[src/rtl/phold_mc_bridge.sv]
// Request/response buffering bridge between phold's arbitrated MC port and one Convey MC port.
// Flushes wait in the request FIFO until every issued request has been answered.
module phold_mc_bridge #(
  parameter int unsigned MC_RTNCTL_WIDTH = 32,
  parameter int unsigned RQ_DEPTH        = 16,
  parameter int unsigned RS_DEPTH        = 16,
  parameter int unsigned STALL_MARGIN    = 4,
  parameter int unsigned OUT_W           = 8
) (
  input  logic                       clk,
  input  logic                       rst_n,
  input  logic                       up_rq_vld,
  input  logic [2:0]                 up_rq_cmd,
  input  logic [3:0]                 up_rq_scmd,
  input  logic [47:0]                up_rq_vadr,
  input  logic [1:0]                 up_rq_size,
  input  logic [MC_RTNCTL_WIDTH-1:0] up_rq_rtnctl,
  input  logic [63:0]                up_rq_data,
  input  logic                       up_rq_flush,
  output logic                       up_rq_stall,
  output logic                       mc_rq_vld,
  output logic [2:0]                 mc_rq_cmd,
  output logic [3:0]                 mc_rq_scmd,
  output logic [47:0]                mc_rq_vadr,
  output logic [1:0]                 mc_rq_size,
  output logic [MC_RTNCTL_WIDTH-1:0] mc_rq_rtnctl,
  output logic [63:0]                mc_rq_data,
  output logic                       mc_rq_flush,
  input  logic                       mc_rq_stall,
  input  logic                       mc_rs_vld,
  input  logic [2:0]                 mc_rs_cmd,
  input  logic [3:0]                 mc_rs_scmd,
  input  logic [MC_RTNCTL_WIDTH-1:0] mc_rs_rtnctl,
  input  logic [63:0]                mc_rs_data,
  output logic                       mc_rs_stall,
  output logic                       up_rs_vld,
  output logic [2:0]                 up_rs_cmd,
  output logic [3:0]                 up_rs_scmd,
  output logic [MC_RTNCTL_WIDTH-1:0] up_rs_rtnctl,
  output logic [63:0]                up_rs_data,
  input  logic                       up_rs_stall,
  output logic                       idle,
  output logic [1:0]                 err
);

  localparam int unsigned RqAw = $clog2(RQ_DEPTH);
  localparam int unsigned RsAw = $clog2(RS_DEPTH);
  localparam int unsigned RqEw = 1 + 3 + 4 + 48 + 2 + MC_RTNCTL_WIDTH + 64;
  localparam int unsigned RsEw = 3 + 4 + MC_RTNCTL_WIDTH + 64;
  localparam logic [RqAw:0] RqFull = (RqAw+1)'(RQ_DEPTH);
  localparam logic [RqAw:0] RqHigh = (RqAw+1)'(RQ_DEPTH - STALL_MARGIN);
  localparam logic [RsAw:0] RsFull = (RsAw+1)'(RS_DEPTH);
  localparam logic [RsAw:0] RsHigh = (RsAw+1)'(RS_DEPTH - STALL_MARGIN);

  typedef enum logic {StRun, StDrain} state_e;

  state_e r_state, w_state_d;

  logic [RqEw-1:0] r_rq_mem [RQ_DEPTH];
  logic [RqAw-1:0] r_rq_wr, r_rq_rd;
  logic [RqAw:0]   r_rq_cnt;
  logic [RsEw-1:0] r_rs_mem [RS_DEPTH];
  logic [RsAw-1:0] r_rs_wr, r_rs_rd;
  logic [RsAw:0]   r_rs_cnt;
  logic [OUT_W-1:0] r_out;
  logic [1:0]      r_err;

  logic                       r_mc_vld, r_mc_flush;
  logic [2:0]                 r_mc_cmd;
  logic [3:0]                 r_mc_scmd;
  logic [47:0]                r_mc_vadr;
  logic [1:0]                 r_mc_size;
  logic [MC_RTNCTL_WIDTH-1:0] r_mc_rtnctl;
  logic [63:0]                r_mc_data;
  logic                       r_up_vld;
  logic [RsEw-1:0]            r_up_rs;

  logic                       w_h_flush;
  logic [2:0]                 w_h_cmd;
  logic [3:0]                 w_h_scmd;
  logic [47:0]                w_h_vadr;
  logic [1:0]                 w_h_size;
  logic [MC_RTNCTL_WIDTH-1:0] w_h_rtnctl;
  logic [63:0]                w_h_data;

  logic w_issue, w_flush_fire, w_rq_pop, w_rq_push, w_rq_push_ok;
  logic w_rs_pop, w_rs_push_ok, w_underflow;

  assign {w_h_flush, w_h_cmd, w_h_scmd, w_h_vadr, w_h_size, w_h_rtnctl, w_h_data} =
      r_rq_mem[r_rq_rd];

  assign w_rq_push    = up_rq_vld | up_rq_flush;
  assign w_rq_push_ok = w_rq_push & (r_rq_cnt != RqFull);
  assign w_rq_pop     = w_issue | w_flush_fire;
  assign w_rs_push_ok = mc_rs_vld & (r_rs_cnt != RsFull);
  assign w_rs_pop     = (r_rs_cnt != '0) & ~up_rs_stall;
  assign w_underflow  = mc_rs_vld & ~w_issue & (r_out == '0);

  always_comb begin
    w_state_d    = r_state;
    w_issue      = 1'b0;
    w_flush_fire = 1'b0;
    unique case (r_state)
      StRun: begin
        if (r_rq_cnt != '0) begin
          if (w_h_flush) w_state_d = StDrain;
          else if (!mc_rq_stall) w_issue = 1'b1;
        end
      end
      StDrain: begin
        // The flush sits at the head until every issued request has been answered.
        if (r_out == '0 && !mc_rq_stall) begin
          w_flush_fire = 1'b1;
          w_state_d    = StRun;
        end
      end
      default: w_state_d = StRun;
    endcase
  end

  always_ff @(posedge clk) begin
    if (w_rq_push_ok) begin
      r_rq_mem[r_rq_wr] <= {up_rq_flush, up_rq_cmd, up_rq_scmd, up_rq_vadr, up_rq_size,
                            up_rq_rtnctl, up_rq_data};
    end
    if (w_rs_push_ok) r_rs_mem[r_rs_wr] <= {mc_rs_cmd, mc_rs_scmd, mc_rs_rtnctl, mc_rs_data};
  end

  always_ff @(posedge clk or negedge rst_n) begin
    if (!rst_n) begin
      r_state  <= StRun;
      r_rq_wr  <= '0;
      r_rq_rd  <= '0;
      r_rq_cnt <= '0;
      r_rs_wr  <= '0;
      r_rs_rd  <= '0;
      r_rs_cnt <= '0;
      r_out    <= '0;
      r_err    <= '0;
    end else begin
      r_state <= w_state_d;
      if (w_rq_push_ok) r_rq_wr <= r_rq_wr + RqAw'(1);
      if (w_rq_pop)     r_rq_rd <= r_rq_rd + RqAw'(1);
      if (w_rq_push_ok && !w_rq_pop)      r_rq_cnt <= r_rq_cnt + (RqAw+1)'(1);
      else if (!w_rq_push_ok && w_rq_pop) r_rq_cnt <= r_rq_cnt - (RqAw+1)'(1);
      if (w_rs_push_ok) r_rs_wr <= r_rs_wr + RsAw'(1);
      if (w_rs_pop)     r_rs_rd <= r_rs_rd + RsAw'(1);
      if (w_rs_push_ok && !w_rs_pop)      r_rs_cnt <= r_rs_cnt + (RsAw+1)'(1);
      else if (!w_rs_push_ok && w_rs_pop) r_rs_cnt <= r_rs_cnt - (RsAw+1)'(1);
      if (w_issue && !mc_rs_vld && r_out != {OUT_W{1'b1}}) r_out <= r_out + OUT_W'(1);
      else if (mc_rs_vld && !w_issue && r_out != '0)      r_out <= r_out - OUT_W'(1);
      if ((w_rq_push && !w_rq_push_ok) || (mc_rs_vld && !w_rs_push_ok)) r_err[0] <= 1'b1;
      if (w_underflow) r_err[1] <= 1'b1;
    end
  end

  always_ff @(posedge clk or negedge rst_n) begin
    if (!rst_n) begin
      r_mc_vld    <= 1'b0;
      r_mc_flush  <= 1'b0;
      r_mc_cmd    <= '0;
      r_mc_scmd   <= '0;
      r_mc_vadr   <= '0;
      r_mc_size   <= '0;
      r_mc_rtnctl <= '0;
      r_mc_data   <= '0;
      r_up_vld    <= 1'b0;
      r_up_rs     <= '0;
    end else begin
      r_mc_vld   <= w_issue;
      r_mc_flush <= w_flush_fire;
      if (w_issue) begin
        r_mc_cmd    <= w_h_cmd;
        r_mc_scmd   <= w_h_scmd;
        r_mc_vadr   <= w_h_vadr;
        r_mc_size   <= w_h_size;
        r_mc_rtnctl <= w_h_rtnctl;
        r_mc_data   <= w_h_data;
      end
      r_up_vld <= w_rs_pop;
      if (w_rs_pop) r_up_rs <= r_rs_mem[r_rs_rd];
    end
  end

  assign up_rq_stall  = (r_rq_cnt >= RqHigh);
  assign mc_rs_stall  = (r_rs_cnt >= RsHigh);
  assign mc_rq_vld    = r_mc_vld;
  assign mc_rq_flush  = r_mc_flush;
  assign mc_rq_cmd    = r_mc_cmd;
  assign mc_rq_scmd   = r_mc_scmd;
  assign mc_rq_vadr   = r_mc_vadr;
  assign mc_rq_size   = r_mc_size;
  assign mc_rq_rtnctl = r_mc_rtnctl;
  assign mc_rq_data   = r_mc_data;
  assign up_rs_vld    = r_up_vld;
  assign {up_rs_cmd, up_rs_scmd, up_rs_rtnctl, up_rs_data} = r_up_rs;
  assign err          = r_err;
  assign idle = (r_rq_cnt == '0) & (r_rs_cnt == '0) & (r_out == '0) & ~r_mc_vld & ~r_up_vld &
                (r_state == StRun);

endmodule

[config.mk]
export PLATFORM = sky130hd
export DESIGN_NAME = phold_mc_bridge
export DESIGN_NICKNAME = d
export VERILOG_FILES = /design/src/rtl/phold_mc_bridge.sv
export SDC_FILE = /design/constraint.sdc
export NUM_CORES = 2
export LEC_CHECK = 0
export CAP_MARGIN = 20
export CORE_MARGIN = 2
export CORE_UTILIZATION = 55
export DETAILED_ROUTE_END_ITERATION = 7
export GPL_TIMING_DRIVEN = 0
export PLACE_DENSITY = 0.73
export SYNTH_ARGS = -nofsm -noshare
export SYNTH_HDL_FRONTEND = slang
export SYNTH_MEMORY_MAX_BITS = 65536
export SYNTH_SLANG_ARGS = --single-unit
[constraint.sdc]
create_clock -name clk -period 19.73 [get_ports clk]
set_input_delay 5.919 -clock clk [delete_from_list [all_inputs] [get_ports clk]]
set_output_delay 5.919 -clock clk [all_outputs]
set_load 0.03 [all_outputs]
==> results.cfg <==
[floorplanning]
core_um2 = 300000
ios = 527
die-area_um2 = 305000
die_x_um = 553
row_count = 201
initial_core_util = 0.553
die_h_um = 553

[flow_run]
max_cap_viol_count = 0

[finish]
layout_common_cells = edfxtp_1, mux4_2, clkdlybuf4s50_1, clkbuf_16, clkbuf_1
stdcell_area_um2 = 197000
area_growth_pct = 19.1
drive_above_1_share = 0.295
final_util = 0.658
final_common_cell = edfxtp_1
nets = 8430
final_cells = 12500

[synth]
synthesis.nets = 7080
netlist-cell-type-count = 40
synthTopCellsByArea = edfxtp_1, mux4_2, dfrtp_1
synth.top_cell.area_share = 0.746
yosysWarnings = 0
ys_ff_latch = 4408
netlist_area_um2 = 166000
synth-main-ff-cell = edfxtp_1
netlist_instances = 6788
syn_avg_cell_area_um2 = 24.4
synth_top_cell_by_area = edfxtp_1
async_flop_share = 0.0672
yosysSeqAreaShare = 0.791
synth-edff-count = 4112

[detailed_routing]
vias = 81000
drc = 0
viasPerCell = 6.47
wire_per_inst_um = 34.0
first_pass_iters = 5
routed_wl_mm = 425
ant_nets = 0
drt_iter0_drc = 10700

[global_routing]
first_global_vias = 82400
antenna_found_initial = 119
grt_max_degree = 90
grt-ovfl-total = 0
grtUsageTotal = 0.276
grt_first_pass_wirelength_mm = 600

[place]
place_congestion = 0.776
portBuffers = 526
place_inst = 11600
placed_area_um2 = 182000
dp_hpwl_mm = 270
preCtsSetupSlack_ps = 9110

[timing]
finalWorstSetupSlack_ps = 10010
fmax_mhz = 103
grt_setup_unrepaired = no
relSlewSlack = 0.170
skew_ps = 67.6
setup_viol = 0
tightest_slew_ps = 1250
finalCriticalPeriod_ps = 9720
slew_viol_final = 0
finalCritPeriodShare = 0.493
setup-tns-final_ps = 0
finalHoldViolCount = 0

[critical_path]
worstPathArrival_ps = 10320
cp_num_buf_inv = 7
worstPathRequired_ps = 20330
critPathCaptureType = flop
startpoint_type = primary input
worst-setup-path-type = in2reg
crit_path_frequent_cell = buf_16
critPathSlowestCell = clkdlybuf4s50_1
slowest_delay_ps = 940
cp_top_family = buffers and inverters
crit_chain = clkdlybuf4s50_1, nor2_1, a21oi_1, nand2_1, nor2_4, buf_16, buf_16, buf_16, buf_16, buf_12, buf_16
crit_fanout = 19

[cts]
post_cts_buffers = 0
clk_path_buf_depth = 4
hold_buffers = 0
cts_sinks = 4408
cts_tree = done
clk_pin_slew_ps = 60
cts_buffers = 426
clk_latency_ps = 960
root_buffer = clkbuf_16
cts.repair.resized = 0
htree_levels = 5

[power]
vdd_drop_max_uv = 98.0
powerDensity_nw_per_um2 = 148
cellLeakagePower_nw = 63.4

[hold_path]
hold_class = reg2reg

[outcome]
status = completed
[synth_stat cells (2+ instances only)]
cell and instances:
fa_1 3, buf_1 73, mux2i_1 111, a21oi_1 9, edfxtp_1 4112, inv_1 9
mux4_2 1173, xor2_1 8, nand2_1 133, buf_2 47, o221ai_1 111, xnor2_1 21
buf_4 8, ha_1 26, nor3_1 11, clkbuf_1 224, o21ai_0 119, buf_6 2
dfrtp_1 296, nor4_1 4, mux2_2 207, nor2_1 38, mux2_4 5, nand3_1 3
nand2b_1 7, nor2b_1 3, nand4_1 6, a21o_1 7
[metal layers]
layer,share of wire,vias to the layer above,GRT usage,wire [um]
met5,0.0016,-,0,665
met4,0.041,102,0.107,17500
met3,0.11,839,0.0764,47400
met2,0.48,4823,0.434,204000
met1,0.36,43300,0.372,155000
li1,-,31900,-,-
[worst paths after layout]
kind / endpoint / depth (start not counted) / slack [ps] / start
min in group asynchronous: r_up_rs[10] / 1 / 4950 / rst_n
setup / recovery: r_rq_mem[7][33] / 11 / 10010 / up_rq_flush
hold / removal: mc_rq_vadr[19] / 2 / 480 / mc_rq_vadr[19]
max in group asynchronous: mc_rq_data[63] / 3 / 13250 / rst_n
setup reg to reg: r_rq_cnt[4] / 15 / 14780 / r_rq_rd[0]
hold reg to reg: mc_rq_vadr[19] / 2 / 480 / mc_rq_vadr[19]
[sequential cells by signal, summed over array words and instances (netlist names), 2 cells and up]
| signal | flops |
|---|---|
| mc_rq_size | 2 |
| mc_rq_data | 64 |
| r_up_rs | 103 |
| r_rs_wr | 4 |
| r_rq_wr | 4 |
| err | 2 |
| r_rs_mem | 1648 |
| mc_rq_cmd | 3 |
| r_rs_cnt | 5 |
| mc_rq_vadr | 48 |
| r_rq_mem | 2464 |
| r_rq_rd | 4 |
| r_out | 8 |
| mc_rq_scmd | 4 |
| r_rq_cnt | 5 |
| r_rs_rd | 4 |
| mc_rq_rtnctl | 32 |
[final cells by class]
type	instances	area, um^2
tap	3958	4950
clock inverter	229	2710
multi-input combinational	2017	33400
fill	18200	102000
inverter	9	33.8
timing repair buffer	922	11900
buffer	354	1440
antenna	52	130
clock buffer	566	11600
sequential	4408	131000
[per-stage QoR]
stage | power [mW] | hold WS [ps]
global placement | 20.9 | 467
detailed placement | 20.9 | 473
floorplan | 17.6 | 465
global route | 30.2 | 508
finish | 29.3 | 482
CTS | 29.3 | 490
[power breakdown]
part | internal (mW) | leakage [nW] | total [mW] | switching, mW
logic | 4.05 | 15.6 | 8.88 | 4.83
clock network | 4.82 | 7.00 | 8.30 | 3.49
registers | 11.6 | 40.9 | 12.1 | 0.447
total | 20.5 | 63.4 | 29.3 | 8.76
[kinds of logic (layout without fill, tap and decap cells)]
kind of cell	after synthesis	in the layout	synth area share
AND/OR/NAND/NOR	208	208	0.00520
other	0	52	0
buffers and inverters	363	2080	0.00886
XOR/XNOR	29	29	0.00153
flip-flops	4408	4408	0.791
adder cells (fa/ha/maj)	29	29	0.00233
AO/OA/AOI/OAI	255	255	0.0106
multiplexers	1496	1496	0.181
[worst min-delay path, cell delays in order (launching register included)]
cell and delay, ps:
dfrtp_1 340, nand2_1 50, o21ai_0 60
Power figures use the tool's default switching activity.
